===== config.mk =====
export PLATFORM = sky130hd
export DESIGN_NAME = poly_horner_eval
export DESIGN_NICKNAME = d
export VERILOG_FILES = /design/src/rtl/poly_horner_eval.sv
export SDC_FILE = /design/constraint.sdc
export NUM_CORES = 1
export LEC_CHECK = 0
export CAP_MARGIN = 40
export CORE_ASPECT_RATIO = 1.1
export CORE_MARGIN = 8
export CORE_UTILIZATION = 30
export DETAILED_ROUTE_END_ITERATION = 16
export SKIP_LAST_GASP = 1
export SLEW_MARGIN = 20
export SYNTH_ARGS = -nofsm -noshare
export SYNTH_HDL_FRONTEND = slang
export SYNTH_SLANG_ARGS = --single-unit

===== constraint.sdc =====
create_clock -name clk -period 7.8 [get_ports clk]
set_input_delay 1.56 -clock clk [delete_from_list [all_inputs] [get_ports clk]]
set_output_delay 1.56 -clock clk [all_outputs]
set_load 0.1 [all_outputs]

===== src/rtl/poly_horner_eval.sv =====
// Polynomial evaluator using Horner's method.
// Coefficients a_DEGREE..a_0 and then x are loaded one value per go strobe.
// The evaluation then runs as INIT followed by DEGREE MUL/ADD pairs.
// All arithmetic is unsigned modulo 2^DATA_W. A sticky flag records any
// intermediate value that needed more than DATA_W bits.
module poly_horner_eval #(
  parameter int DATA_W = 8,
  parameter int DEGREE = 2
) (
  input  logic              clk,
  input  logic              resetn,
  input  logic              go,
  input  logic [DATA_W-1:0] data_in,
  output logic [DATA_W-1:0] data_result,
  output logic              done,
  output logic              busy,
  output logic              overflow,
  output logic [3:0]        load_idx
);

  typedef enum logic [2:0] {
    S_LOAD,
    S_LOAD_WAIT,
    S_INIT,
    S_MUL,
    S_ADD
  } state_e;

  // The slot index must reach DEGREE+1, which is 16 when DEGREE=15.
  // The internal counter therefore has one more bit than the load_idx port.
  localparam int                IDX_W  = 5;
  localparam logic [IDX_W-1:0]  X_SLOT = IDX_W'(DEGREE + 1);

  state_e              state_q;
  logic [IDX_W-1:0]    idx_q;
  logic [3:0]          step_q;
  logic [DATA_W-1:0]   coef_q [DEGREE+1];   // coef_q[j] holds a_j
  logic [DATA_W-1:0]   x_q;
  logic [DATA_W-1:0]   acc_q;
  logic [DATA_W-1:0]   result_q;
  logic                done_q;
  logic                busy_q;
  logic                ovf_q;

  logic [2*DATA_W-1:0] prod_d;
  logic [DATA_W:0]     sum_d;
  logic [DATA_W-1:0]   a_step;

  // Datapath: select coefficient a_step, form the full product and the carry-extended sum.
  always_comb begin
    // NOTE: every always_comb output gets a default first, so that no path leaves it unassigned and infers a latch.
    a_step = '0;
    for (int j = 0; j <= DEGREE; j++) begin
      if (step_q == 4'(j)) begin
        a_step = coef_q[j];
      end
    end
    prod_d = (2*DATA_W)'(acc_q) * (2*DATA_W)'(x_q);
    sum_d  = {1'b0, acc_q} + {1'b0, a_step};
  end

  // Control FSM with slot capture, accumulator and registered status outputs.
  always_ff @(posedge clk or negedge resetn) begin
    if (!resetn) begin
      state_q  <= S_LOAD;
      idx_q    <= '0;
      step_q   <= '0;
      // NOTE: the slot array is cleared on reset on purpose. A reset or an aborted load then never exposes stale operands.
      for (int j = 0; j <= DEGREE; j++) begin
        coef_q[j] <= '0;
      end
      x_q      <= '0;
      acc_q    <= '0;
      result_q <= '0;
      done_q   <= 1'b0;
      busy_q   <= 1'b0;
      ovf_q    <= 1'b0;
    end else begin
      // NOTE: state registers use non-blocking assignments only, so every right-hand side sees pre-edge values.
      done_q <= 1'b0;
      case (state_q)
        S_LOAD: begin
          if (go) begin
            // Slot k holds a_(DEGREE-k); slot DEGREE+1 holds x.
            for (int k = 0; k <= DEGREE; k++) begin
              if (idx_q == IDX_W'(k)) begin
                coef_q[DEGREE-k] <= data_in;
              end
            end
            if (idx_q == X_SLOT) begin
              x_q <= data_in;
            end
            state_q <= S_LOAD_WAIT;
          end
        end
        S_LOAD_WAIT: begin
          // Wait for go to drop, so that a held strobe captures exactly once.
          if (!go) begin
            if (idx_q < X_SLOT) begin
              idx_q   <= idx_q + IDX_W'(1);
              state_q <= S_LOAD;
            end else begin
              busy_q  <= 1'b1;
              state_q <= S_INIT;
            end
          end
        end
        S_INIT: begin
          acc_q   <= coef_q[DEGREE];
          step_q  <= 4'(DEGREE - 1);
          ovf_q   <= 1'b0;
          state_q <= S_MUL;
        end
        S_MUL: begin
          acc_q <= prod_d[DATA_W-1:0];
          if (|prod_d[2*DATA_W-1:DATA_W]) begin
            ovf_q <= 1'b1;
          end
          state_q <= S_ADD;
        end
        S_ADD: begin
          acc_q <= sum_d[DATA_W-1:0];
          if (sum_d[DATA_W]) begin
            ovf_q <= 1'b1;
          end
          if (step_q != 4'd0) begin
            step_q  <= step_q - 4'd1;
            state_q <= S_MUL;
          end else begin
            result_q <= sum_d[DATA_W-1:0];
            done_q   <= 1'b1;
            busy_q   <= 1'b0;
            idx_q    <= '0;
            state_q  <= S_LOAD;
          end
        end
        default: state_q <= S_LOAD;
      endcase
    end
  end

  assign data_result = result_q;
  assign done        = done_q;
  assign busy        = busy_q;
  assign overflow    = ovf_q;
  assign load_idx    = idx_q[3:0];

endmodule


Yosys cells after proc, flatten, opt, wreduce, memory -nomap -nowiden
Index checks and enable logic that the tools add are counted.
- $lt $le $gt $ge: 1
- bitwise logic cells: 1
- reductions and logical operators: 18
- $mul: 1
- $add $sub $neg: 3
- muxes and demuxes: 24
- eq/ne operators: 17
- operators with widths (cell ; number):
    2-to-1 mux 8 bit ; 3
    one-hot mux 8 bit (3 select lines) ; 1
    multiplier 8 x 8 -> 16 bit ; 1
    != test 2 bit, second input constant ; 8
    2-to-1 mux 5 bit ; 3
    one-hot mux 3 bit (5 select lines) ; 1
    AND reduction 3 bit ; 5
    == test 5 x 2 -> 1 bit, second input constant ; 2
    one-hot mux 5 bit (2 select lines) ; 1
    adder 8 x 8 -> 9 bit ; 1
    one-hot mux 4 bit (2 select lines) ; 1
    AND reduction 4 bit ; 2
    OR reduction 8 bit ; 1
    2-to-1 mux 1 bit ; 7
    == test 3 x 2 -> 1 bit, second input constant ; 2
    2-to-1 mux 3 bit ; 2
    AND reduction 2 bit ; 3
    adder 5 x 1 -> 5 bit, second input constant ; 1
    == test 5 x 1 -> 1 bit, second input constant ; 1
    zero test 5 bit ; 1
    < comparator 5 x 2 -> 1 bit, second input constant ; 1
    == test 4 x 1 -> 1 bit, second input constant ; 1
    == test 4 x 2 -> 1 bit, second input constant ; 1
    zero test 4 bit ; 1
    other kinds (12) ; 14
- input port bits: 11
- bits in registers: 63

Longest topological paths before layout
Gate-level depths: netlist of the first run.
- depth after elaboration: 7
- gate-level depth with buffers: 17
- gate-level depth less buffers: 15

Worst setup path before layout of the first run
Ideal clock, no wire load.
- kind: reg2reg
- start point: reg acc_q[1]
- end point: reg ovf_q, in the netlist overflow
- arrival time: 4123 ps
- cell stages (with the launch flop): 15
- path slack: 3589 ps
- path buffers: 1
- setup time: 88 ps
- clock period less this slack: 4211 ps
- path through: dfrtp_1 clkbuf_1 nand2_1 fa_1 fa_1 fa_1 fa_1 inv_1 ha_1 nand3_1 o211ai_1 nor3_1 nor2_1 mux2_1 a41oi_1
- word-level cells in the longest chain between the ends: 4
- elaborated cells between the ends (all ways): 6
- RTL lines (element ; RTL line ; source):
    start: declaration ; 39 ; logic [DATA_W-1:0] acc_q;
    start signal: assignment ; 109 ; acc_q <= coef_q[DEGREE];
    start signal: assignment ; 115 ; acc_q <= prod_d[DATA_W-1:0];
    start signal: assignment ; 122 ; acc_q <= sum_d[DATA_W-1:0];
    multiplier 8 x 8 -> 16 bit ; 58 ; prod_d = (2*DATA_W)'(acc_q) * (2*DATA_W)'(x_q);
    OR reduction 8 bit ; 116 ; if (|prod_d[2*DATA_W-1:DATA_W]) begin
    != test 2 bit (no line) ; - ;
    AND reduction 3 bit (no line) * ; - ;
    end signal: assignment ; 111 ; ovf_q <= 1'b0;
    end signal: assignment ; 117 ; ovf_q <= 1'b1;
    end signal: assignment ; 124 ; ovf_q <= 1'b1;
    end: declaration ; 43 ; logic ovf_q;
Mark *: on every way between the ends. The rest lies on a longest branch, timed or not.
A chain may end at the register's enable or synchronous reset.

Final worst setup path of the first run
Same ends and word-level chain as after synthesis.

==> results of run 1 <==
state kept, by name (all words and copies together) (netlist names):
| signal | flops |
|---|---|
| coef_q | 24 |
| acc_q | 8 |
| data_result | 8 |
| x_q | 8 |
| idx_q | 5 |
| step_q | 4 |
| state_q | 3 |
| busy | 1 |
| done | 1 |
| overflow | 1 |
cell families after synthesis:
logic type / Yosys count / share of synthesized area (%)
simple gates: 162 / 15.0
compound gates: 108 / 12.7
buf+inv: 98 / 7.38
fa+ha+maj: 88 / 25.5
flops: 63 / 29.1
mux: 43 / 8.84
xor+xnor: 9 / 1.46
how the worst max path moves through the flow:
| stage | start | to | slack, ns | depth (start not counted) |
|---|---|---|---|---|
| finish | acc_q[1] | overflow | 3.37 | 13 |
| global route | acc_q[3] | overflow | 3.14 | 13 |
| CTS | acc_q[3] | overflow | 3.36 | 13 |
| detailed placement | acc_q[3] | overflow | 3.38 | 13 |
| global placement | acc_q[5] | overflow | 3.41 | 13 |
| floorplan | acc_q[1] | overflow | 3.59 | 14 |
metrics by stage:
| step | worst slack (ns) | instances | area, um^2 | hold WS (ns) |
|---|---|---|---|---|
| finish | 3.37 | 838 | 6370 | 0.478 |
| global route | 3.14 | 838 | 6370 | 0.502 |
| CTS | 3.36 | 837 | 6360 | 0.478 |
| detailed placement | 3.38 | 822 | 6100 | 0.466 |
| global placement | 3.41 | 806 | 5820 | 0.466 |
| floorplan | 3.59 | 571 | 5410 | 0.464 |
cells in the mapped netlist, drive strengths merged, types with 2 or more instances:
library cell / instances / area share [%]
nand2b: 3 / 0.35
inv: 69 / 4.8
dfrtp: 63 / 29
o211ai: 9 / 1.2
a21o: 4 / 0.56
mux2: 38 / 7.9
clkbuf: 19 / 1.3
a31oi: 2 / 0.23
nor2: 25 / 1.7
fa: 37 / 14
buf: 10 / 1.3
nand3: 4 / 0.37
a22oi: 8 / 1.1
a21oi: 25 / 2.3
a211oi: 4 / 0.56
ha: 51 / 12
nand2: 69 / 5.0
and2: 34 / 3.9
a221oi: 2 / 0.32
o21a: 5 / 0.69
or4: 2 / 0.28
nor4: 2 / 0.35
nor2b: 7 / 0.81
mux2i: 5 / 0.93
o31ai: 2 / 0.28
xnor2: 4 / 0.65
o21ai: 33 / 3.1
o22ai: 2 / 0.23
nor3: 6 / 0.56
xor2: 5 / 0.81
routing by layer:
metal,track usage [%],vias up
met5,0,-
met4,5.06,0
met3,1.98,15
met2,18.6,60
met1,15.3,1954
li1,-,1966
critical path: stages, from the launching register on:
cell and delay, ns:
sky130_fd_sc_hd__dfrtp_1 0.57, sky130_fd_sc_hd__nand2_1 0.14, sky130_fd_sc_hd__fa_1 0.53, sky130_fd_sc_hd__fa_1 0.52
sky130_fd_sc_hd__fa_1 0.52, sky130_fd_sc_hd__fa_1 0.54, sky130_fd_sc_hd__inv_1 0.04, sky130_fd_sc_hd__ha_1 0.35
sky130_fd_sc_hd__nand3_1 0.10, sky130_fd_sc_hd__o211ai_1 0.34, sky130_fd_sc_hd__nor3_1 0.09, sky130_fd_sc_hd__nor2_1 0.13
sky130_fd_sc_hd__mux2_1 0.32, sky130_fd_sc_hd__a41oi_1 0.17
layout make-up:
| type | count | area, um^2 | share of cell area [%] |
|---|---|---|---|
| multi-input cells | 410 | 3430 | 53.9 |
| well taps | 238 | 298 | 4.67 |
| inverters | 69 | 259 | 4.06 |
| clock inverters | 4 | 22.5 | 0.353 |
| flip-flops and latches | 63 | 1580 | 24.7 |
| clock buffers | 11 | 243 | 3.81 |
| repair buffers | 43 | 542 | 8.50 |
==> Flow_metrics.wiki, run 1 <==
{| class="wikitable"
! Metric !! Value
|-
| Clock transition at path regs || about 0.050 ns
|-
| Clock tree from TritonCTS || done
|-
| Nets || around 700
|-
| Final-report hold violation count || 0
|-
| Least-Margin Pin Slew || 0.801 ns
|-
| Count of antenna-violating nets left after detailed routing || 0
|-
| Antenna cells || 0
|-
| Horiz. Die Dim || between 100 and 150 um
|-
| Startpoint type of the worst setup path || register
|-
| Unrepaired setup endpoints after global routing || no
|-
| Area enclosed by the die boundary || 0.0226 mm^2
|-
| Clock buffers created by TritonCTS || 9
|-
| Detailed-routed wire length on met2 || around 5800 um
|-
| Post-detailed-route via-to-cell ratio || 4.77
|-
| Class of the most critical setup path || reg -> reg
|-
| Topmost layer with routed signal wires || met4
|-
| Worst R2R Setup Slack || 3.37 ns
|-
| Initial standard-cell utilization of the core || 30.6%
|-
| Period utilization || 56.8%
|-
| Sum of negative setup slack || 0 ns
|-
| Final core utilization || 36.1%
|-
| Sequential share of the synthesized area || between 20% and 30%
|-
| Remaining design rule violation count || 0
|-
| Hold Path Class || reg -> reg
|-
| Met3 wirelength from detailed routing || 446 um
|-
| Type of element capturing the critical path || register
|-
| Post-synthesis sequential element count || 63
|-
| Fraction of layout instances using a drive strength above 1 || 7.83%
|-
| Crit Reg-Reg Startpoint || acc_q[1]
|-
| Warnings from Yosys || 0
|-
| Overall track demand over capacity in global routing || between 10% and 20%
|-
| Source-to-sink clock delay at the later pin of the worst-skew pair || ~0.34 ns
|-
| Post-synth cell types || 59
|-
| Total iterations of the first detailed-routing run || 4
|-
| Post-CTS Setup Repair Bufs || 0
|-
| Synthesized area per cell || ~9.5 um^2
|-
| Cells on Worst Hold Path || 2
|-
| Reg-to-reg endpoint || overflow
|-
| WP data arrival || between 4 and 5 ns
|-
| Level count of the clock H-tree || 3
|-
| Top library cells by usage in the layout, fill and taps aside || 68 x sky130_fd_sc_hd__inv_1, 64 x sky130_fd_sc_hd__nand2_1, 63 x sky130_fd_sc_hd__dfrtp_1, 51 x sky130_fd_sc_hd__ha_1, 37 x sky130_fd_sc_hd__fa_1
|-
| Detailed-route wire length || between 10000 and 15000 um
|-
| Clock root buffer || sky130_fd_sc_hd__clkbuf_16
|-
| Endpoint of the worst hold path || data_result[0]
|-
| PostCTS Resize Cnt || 0
|-
| Maximum Capacitance Violations || 0
|-
| Worst Path Required || 8.05 ns
|-
| Global-route wire length before repair || 20800 um
|-
| Area growth from synthesis to layout || 17.8%
|-
| Commonest non-fill, non-tap cell in the layout || sky130_fd_sc_hd__inv_1
|-
| Number of enable-type register cells in the synthesized netlist || 0
|-
| Placed wire-length estimate || around 9800 um
|-
| Wire per inst || around 15 um
|-
| Number of hold-repair buffers added at the cts stage || 0
|-
| Worst reg2reg path depth || 13
|-
| IO Count || 26
|-
| Cells after Synth || 571
|-
| Number of fillers in the final layout || 1788
|-
| Site row count || 51
|-
| Max-slew violation count || 0
|-
| Final setup violation count || 0
|-
| Pin count of the biggest net entering global routing || 45
|-
| Launch point of the worst hold path || data_result[0]
|-
| Status || finished clean
|-
| Total standard cell area after synthesis || 0.00541 mm^2
|-
| Post-Synthesis Net Count || 670
|-
| I/O Buffers || 25
|-
| Fin crit period || 4.43 ns
|-
| Max-slew headroom at the worst pin || 46.4%
|-
| Met1 routed wirelength after detailed routing || 5780 um
|-
| Flip-flop cell with the highest count after synthesis || sky130_fd_sc_hd__dfrtp_1
|-
| Number of DRC violations after detailed-routing iteration 0 || 201
|-
| Achievable frequency || 226 MHz
|-
| Routability cong. || 0.806
|-
| Post-route clock skew || about 0.008 ns
|-
| Number of antenna violations at the first check in global routing || 0
|-
| Sink count of the clock tree || 63
|-
| Clock Path Buffers || 2
|-
| Number of global-route vias before repair || 3958
|-
| Vias || 3995
|-
| Core region area || approximately 0.018 mm^2
|-
| Largest fanout of any net on the critical path || 12
|-
| Global-route congestion overflow total || 0
|-
| Share of flip-flops with an asynchronous set or reset || 100%
|-
| Die boundary height || roughly 160 um
|}
Power of run 1 is left out: the tool's default activity adds up to more than one toggle a clock period on the data nets, which glitch-free logic cannot reach.
==> run 2, diff against run 1 <==
==> constraint.sdc (replaced) <==
create_clock -name clk -period 4 [get_ports clk]
set_input_delay 0.8 -clock clk [delete_from_list [all_inputs] [get_ports clk]]
set_output_delay 0.8 -clock clk [all_outputs]
set_load 0.1 [all_outputs]
==> run 2 against run 1 <==
  * The flow now finishes with violations (negative setup slack)
  * Critical path depth rose by 4
  * First-iteration DRC count shrank 10%
  * Register-to-register slack lost 3.5 ns
  * Cell area increased by 9.9%
  * Global-route usage up 0.16 points
  * Largest cell class unchanged
  * Count of clock-buffer cells in the layout is the same
  * Sequential share of layout area down 2.0 points
  * Wire length increased by 5.1%
  * Final cell count rose by 6.1%
  * Highest routed layer unchanged
  * Sequential cell count unchanged
  * Core utilization up 3.6 points
==> Flow_metrics.wiki, run 2 (same netlist as run 1, synthesis figures left out) <==
{| class="wikitable"
! Metric !! Value
|-
| Status || finished, violations left
|-
| Failing checks || negative setup slack
|-
| Detailed-routed wire length on met2 || 6660 um (+14%)
|-
| Number of DRC violations after detailed-routing iteration 0 || 180 (-10%)
|-
| Sink count of the clock tree || 63 (unchanged)
|-
| Commonest non-fill, non-tap cell in the layout || sky130_fd_sc_hd__inv_1
|-
| Fin crit period || 4.11 ns (-0.316 ns)
|-
| Post-route clock skew || 0.00697 ns (-0.00102 ns)
|-
| Nets || 746 (+7.3%)
|-
| Worst Setup Slack, final || -0.113 ns (-3.48 ns)
|-
| Topmost layer with routed signal wires || met4
|-
| Global-route congestion overflow total || 0 (unchanged)
|-
| Number of fillers in the final layout || 1738 (-2.8%)
|-
| Class of the most critical setup path || reg -> reg
|-
| Clock tree from TritonCTS || done
|-
| Overall track demand over capacity in global routing || 11.9% (+0.16 points)
|-
| Largest fanout of any net on the critical path || 4 (-8)
|-
| Die boundary height || 157 um (unchanged)
|-
| Global-route wire length before repair || 21200 um (+1.8%)
|-
| Site row count || 51 (unchanged)
|-
| Hold Path Class || in -> async
|-
| Total iterations of the first detailed-routing run || 4 (unchanged)
|-
| Fraction of layout instances using a drive strength above 1 || 22.3% (+14 points)
|-
| Met1 routed wirelength after detailed routing || 5720 um (-1.1%)
|-
| Startpoint type of the worst setup path || register
|-
| Detailed-route wire length || 13000 um (+5.1%)
|-
| Clock transition at path regs || 0.06 ns (about the same)
|-
| Final setup violation count || 1 (+1)
|-
| Achievable frequency || 243 MHz (+7.7%)
|-
| Top library cells by usage in the layout, fill and taps aside || 62 x sky130_fd_sc_hd__inv_1, 59 x sky130_fd_sc_hd__nand2_1, 50 x sky130_fd_sc_hd__dfrtp_1, 47 x sky130_fd_sc_hd__buf_4, 43 x sky130_fd_sc_hd__ha_1
|-
| Type of element capturing the critical path || register
|-
| Clock buffers created by TritonCTS || 9 (unchanged)
|-
| Remaining design rule violation count || 0 (unchanged)
|-
| Sum of negative setup slack || -0.113 ns (-0.113 ns)
|-
| Wire per inst || 14.6 um (-0.88%)
|-
| Horiz. Die Dim || 144 um (unchanged)
|-
| Met3 wirelength from detailed routing || 359 um (-20%)
|-
| Vias || 4197 (+5.1%)
|-
| Largest Register || coef_q
|-
| Max-slew violation count || 0 (unchanged)
|-
| Initial standard-cell utilization of the core || 30.6% (unchanged)
|-
| Antenna cells || 0 (unchanged)
|-
| Source-to-sink clock delay at the later pin of the worst-skew pair || 0.33 ns (about the same)
|-
| Period utilization || 103% (+46 points)
|-
| Maximum Capacitance Violations || 0 (unchanged)
|-
| Level count of the clock H-tree || 3 (unchanged)
|-
| Clock root buffer || sky130_fd_sc_hd__clkbuf_16
|-
| Crit Reg-Reg Startpoint || acc_q[6]
|-
| Number of antenna violations at the first check in global routing || 0 (unchanged)
|-
| Area enclosed by the die boundary || 0.0226 mm^2 (unchanged)
|-
| IO Count || 26 (unchanged)
|-
| Post-detailed-route via-to-cell ratio || 4.72 (-0.97%)
|-
| Worst Path Required || 4.19 ns (-3.86 ns)
|-
| Area growth from synthesis to layout || 29.5%
|-
| Count of antenna-violating nets left after detailed routing || 0 (unchanged)
|-
| Least-Margin Pin Slew || 0.773 ns (-0.0274 ns)
|-
| WP data arrival || 4.30 ns (-0.38 ns)
|-
| Clock Path Buffers || 2 (unchanged)
|-
| Max-slew headroom at the worst pin || 48.3% (+1.8 points)
|-
| I/O Buffers || 25 (unchanged)
|-
| Pin count of the biggest net entering global routing || 26 (-42%)
|-
| Unrepaired setup endpoints after global routing || yes
|-
| Routability cong. || 0.868 (+7.7%)
|-
| Placed wire-length estimate || 10500 um (+7.2%)
|-
| Final-report hold violation count || 0 (unchanged)
|-
| Core region area || 0.0177 mm^2 (unchanged)
|-
| Number of global-route vias before repair || 4327 (+9.3%)
|-
| Largest register FFs || 24 (unchanged)
|-
| Beginning of the critical path || acc_q[6]
|}
## run 2: changes by cell type in the layout (fill, tap and decap cells not counted), moves of 4 or more
cell,previous run,this run
sky130_fd_sc_hd__a21oi_1,25,21
sky130_fd_sc_hd__buf_4,1,47
sky130_fd_sc_hd__dfrtp_1,63,50
sky130_fd_sc_hd__dfrtp_2,0,13
sky130_fd_sc_hd__fa_1,37,33
sky130_fd_sc_hd__fa_2,0,4
sky130_fd_sc_hd__ha_1,51,43
sky130_fd_sc_hd__ha_4,0,8
sky130_fd_sc_hd__inv_1,68,62
sky130_fd_sc_hd__inv_2,1,7
sky130_fd_sc_hd__nand2_1,64,59
sky130_fd_sc_hd__nand2_2,5,10
## run 2: worst paths after layout
| check | end | slack (ns) | cells after the start |
|---|---|---|---|
| min in group clk | data_result[4] | 0.48 | 2 |
| min reg2reg | data_result[4] | 0.48 | 2 |
| min | data_result[7] | 0.37 | 1 |
| max in group asynchronous | coef_q[1] | 2.92 | 3 |
| max reg2reg | overflow | -0.11 | 17 |
| max | overflow | -0.11 | 17 |
## run 2: final cells by class
class / count / area, um^2 / share of cell area, %
Inverter: 69 / 259 / 3.70
Timing Repair Buffer: 94 / 961 / 13.7
Multi-Input combinational cell: 410 / 3610 / 51.5
Tap cell: 238 / 298 / 4.25
Clock buffer: 11 / 253 / 3.61
Clock inverter: 4 / 31.3 / 0.447
Sequential cell: 63 / 1590 / 22.7
## run 2: per-layer routing
layer  global-route usage (%)  vias up
met5                        0        -
met4                     4.86        0
met3                     1.52       21
met2                     20.4       69
met1                     14.6     2041
li1                         -     2066
## run 2: metrics by stage
step	cells	utilization [%]	hold slack (ns)	worst slack (ns)	area [um^2]
after detailed placement	861	36.4	0.469	-0.252	6430
after global placement	845	34.8	0.465	-0.241	6150
after floorplan	571	-	0.464	0.000781	5490
final	889	39.6	0.367	-0.113	7000
after CTS	876	38.1	0.371	-0.138	6730
after global routing	889	39.6	0.390	-0.270	7000
## run 2: timing repair
item                                    in CTS  in global routing
gates cloned                                 0                  0
buffers inserted                             0                 12
pin swaps                                    0                 37
gates resized for setup                      8                 42
hold buffers                                 0                  0
endpoints found under the setup margin       1                  2
endpoints found under the hold margin        0                  0
## run 2: worst max-delay path: stages, from the launching register on
cell	delay, ns
sky130_fd_sc_hd__dfrtp_2	0.41
sky130_fd_sc_hd__buf_4	0.14
sky130_fd_sc_hd__nand2_2	0.06
sky130_fd_sc_hd__fa_1	0.52
sky130_fd_sc_hd__inv_2	0.04
sky130_fd_sc_hd__fa_1	0.49
sky130_fd_sc_hd__inv_2	0.04
sky130_fd_sc_hd__fa_2	0.52
sky130_fd_sc_hd__inv_2	0.04
sky130_fd_sc_hd__ha_4	0.26
sky130_fd_sc_hd__ha_4	0.14
sky130_fd_sc_hd__buf_6	0.10
sky130_fd_sc_hd__nor4b_2	0.04
sky130_fd_sc_hd__a211o_1	0.28
sky130_fd_sc_hd__nor4_2	0.26
sky130_fd_sc_hd__nand4_1	0.15
sky130_fd_sc_hd__nor4_2	0.34
sky130_fd_sc_hd__a41oi_2	0.14
Power of run 2 is left out for the same reason.
==> run 3, diff against run 2 <==
--- a/config.mk
+++ b/config.mk
@@ -9,7 +9,9 @@
 export CORE_ASPECT_RATIO = 1.1
 export CORE_MARGIN = 8
 export CORE_UTILIZATION = 30
+export CTS_BUF_LIST = sky130_fd_sc_hd__clkbuf_4
 export DETAILED_ROUTE_END_ITERATION = 16
+export GPL_ROUTABILITY_DRIVEN = 0
 export SKIP_LAST_GASP = 1
 export SLEW_MARGIN = 20
 export SYNTH_ARGS = -nofsm -noshare
==> run 3 against run 2 <==
  * Final cell count up 0.67%
  * Sequential cell count unchanged
  * Worst setup slack better by 0.016 ns
  * Worst hold slack worse by 0.10 ns
  * Via count up 0.33%
  * Largest cell class unchanged
  * Die area unchanged
  * Register-to-register slack better by 0.02 ns
  * Critical path type unchanged
  * Wire length down 0.41%
  * The run still ends with negative setup slack left
  * Clock skew up 0.016 ns
==> Flow_metrics.wiki, run 3 (same netlist as run 1, synthesis figures left out) <==
{| class="wikitable"
! Metric !! Value
|-
| Status || finished, violations left
|-
| Failing checks || negative setup slack
|-
| Hold Path Class || in -> async
|-
| Worst Setup Slack, final || -0.0969 ns (+0.0165 ns)
|-
| Sum of negative setup slack || -0.0969 ns (+0.0165 ns)
|-
| Total iterations of the first detailed-routing run || 4 (unchanged)
|-
| Site row count || 51 (unchanged)
|-
| Type of element capturing the critical path || register
|-
| Core region area || 0.0177 mm^2 (unchanged)
|-
| Remaining design rule violation count || 0 (unchanged)
|-
| Sink count of the clock tree || 63 (unchanged)
|-
| Least-Margin Pin Slew || 0.749 ns (-0.0237 ns)
|-
| Wire per inst || 14.5 um (-1.1%)
|-
| Largest register FFs || 24 (unchanged)
|-
| Max incr delay on CP || 0.55 ns (+0.03 ns)
|-
| Fraction of layout instances using a drive strength above 1 || 22.3% (about the same)
|-
| Post-route clock skew || 0.0227 ns (+0.0157 ns)
|-
| Maximum Capacitance Violations || 0 (unchanged)
|-
| Clock root buffer || sky130_fd_sc_hd__clkbuf_4
|-
| Fin crit period || 4.10 ns (-0.0165 ns)
|-
| Class of the most critical setup path || reg -> reg
|-
| Area growth from synthesis to layout || 27.7%
|-
| Global-route congestion overflow total || 0 (unchanged)
|-
| Number of DRC violations after detailed-routing iteration 0 || 149 (-17%)
|-
| Pin count of the biggest net entering global routing || 26 (unchanged)
|-
| Clock transition at path regs || 0.12 ns (+0.06 ns)
|-
| Max-slew violation count || 0 (unchanged)
|-
| Vias || 4211 (+0.33%)
|-
| Largest Register || coef_q
|-
| Nets || 751 (+0.67%)
|-
| Count of antenna-violating nets left after detailed routing || 0 (unchanged)
|-
| Number of global-route vias before repair || 4345 (+0.42%)
|-
| Overall track demand over capacity in global routing || 12.0% (+0.10 points)
|-
| Achievable frequency || 244 MHz (+0.40%)
|-
| Commonest non-fill, non-tap cell in the layout || sky130_fd_sc_hd__inv_1
|-
| Cell class contributing the biggest share of worst-path delay || adder cells
|-
| Area post-placement || 0.00643 mm^2 (unchanged)
|-
| Chain of cells forming the critical path || buf_6 -> nand2_4 -> fa_1 -> fa_2 -> fa_1 -> fa_1 -> inv_2 -> ha_4 -> nand3_2 -> o211ai_1 -> buf_4 -> nor3_2 -> nor2_1 -> mux2_4 -> a41oi_2
|-
| Top library cells by usage in the layout, fill and taps aside || 66 x sky130_fd_sc_hd__inv_1, 56 x sky130_fd_sc_hd__nand2_1, 53 x sky130_fd_sc_hd__dfrtp_1, 49 x sky130_fd_sc_hd__buf_4, 42 x sky130_fd_sc_hd__ha_1
|-
| Number of hold-repair buffers added at the cts stage || 0 (unchanged)
|-
| Beginning of the critical path || x_q[3]
|-
| Cell repeated most along the worst path || sky130_fd_sc_hd__fa_1
|-
| Placed insts || 861 (unchanged)
|-
| Unrepaired setup endpoints after global routing || yes
|-
| Post-route cell area || 0.00691 mm^2 (-1.4%)
|-
| Worst Path Required || 4.36 ns (+0.17 ns)
|-
| Standard cell with the maximum stage delay on the critical path || sky130_fd_sc_hd__fa_2
|-
| Clock tree from TritonCTS || done
|-
| Non-Filler Instances || 895 (+0.67%)
|-
| Largest fanout of any net on the critical path || 6 (+2)
|-
| Horiz. Die Dim || 144 um (unchanged)
|-
| Area enclosed by the die boundary || 0.0226 mm^2 (unchanged)
|-
| Startpoint type of the worst setup path || register
|-
| Clock Path Buffers || 2 (unchanged)
|-
| Max-slew headroom at the worst pin || 49.9% (+1.6 points)
|-
| Detailed-route wire length || 13000 um (-0.41%)
|-
| Global-route wire length before repair || 21400 um (+1.0%)
|-
| Post-detailed-route via-to-cell ratio || 4.71 (-0.34%)
|-
| WP data arrival || 4.45 ns (+0.15 ns)
|-
| Final setup violation count || 1 (unchanged)
|-
| Source-to-sink clock delay at the later pin of the worst-skew pair || 0.43 ns (+0.10 ns)
|-
| I/O Buffers || 25 (unchanged)
|-
| Final-report hold violation count || 0 (unchanged)
|-
| Period utilization || 102% (-0.41 points)
|-
| IO Count || 26 (unchanged)
|-
| Initial standard-cell utilization of the core || 30.6% (unchanged)
|-
| Placed wire-length estimate || 10500 um (unchanged)
|-
| Number of antenna violations at the first check in global routing || 1 (+1)
|-
| Clock buffers created by TritonCTS || 9 (unchanged)
|-
| Crit Reg-Reg Startpoint || x_q[3]
|-
| Level count of the clock H-tree || 3 (unchanged)
|-
| Critical path buffers and inverters || 3 (-2)
|-
| Die boundary height || 157 um (unchanged)
|}
## run 3: path summary, 6_finish.rpt
kind | to | slack [ns] | cells after the start
setup reg to reg | overflow | -0.1 | 15
setup / recovery | overflow | -0.1 | 15
min in group clk | data_result[4] | 0.49 | 2
hold reg to reg | data_result[4] | 0.49 | 2
max in group asynchronous | x_q[1] | 3.02 | 3
hold / removal | data_result[7] | 0.27 | 1
## run 3: cell type report
type,instances,area [um^2]
Clock inverter,6,38.8
Fill cell,1749,10800
Tap cell,238,298
Clock buffer,9,67.6
Timing Repair Buffer,99,1010
Sequential cell,63,1590
Multi-Input combinational cell,410,3640
Inverter,69,259
Antenna cell,1,2.50
## run 3: timing repair
item,CTS,global route
setup endpoints to repair,1,3
gates resized for setup,38,15
endpoints found under the hold margin,0,0
buffers inserted,10,7
pin swaps,26,21
## run 3: through the flow
stage	hold WS (ns)	worst slack [ns]	utilization [%]
2_1_floorplan	0.464	0.000781	-
3_3_place_gp	0.465	-0.241	34.8
3_5_place_dp	0.469	-0.252	36.4
4_1_cts	0.257	-0.104	38.3
5_1_grt	0.278	-0.211	39.1
6_report	0.267	-0.0969	39.1
## run 3: worst reg2reg max path: stages (launching register included)
cell                       delay [ns]
sky130_fd_sc_hd__dfrtp_2         0.45
sky130_fd_sc_hd__buf_6           0.14
sky130_fd_sc_hd__nand2_4         0.05
sky130_fd_sc_hd__fa_1            0.50
sky130_fd_sc_hd__fa_2            0.55
sky130_fd_sc_hd__fa_1            0.43
sky130_fd_sc_hd__fa_1            0.53
sky130_fd_sc_hd__inv_2           0.05
sky130_fd_sc_hd__ha_4            0.28
sky130_fd_sc_hd__nand3_2         0.06
sky130_fd_sc_hd__o211ai_1        0.18
sky130_fd_sc_hd__buf_4           0.16
sky130_fd_sc_hd__nor3_2          0.04
sky130_fd_sc_hd__nor2_1          0.13
sky130_fd_sc_hd__mux2_4          0.32
sky130_fd_sc_hd__a41oi_2         0.17
## run 3: metal layers
layer	share of wire [%]	track usage, %
met4	2.2	4.26
met3	2.4	1.58
met5	0	0
met2	51	20.7
met1	45	15.0
Power of run 3 is left out for the same reason.
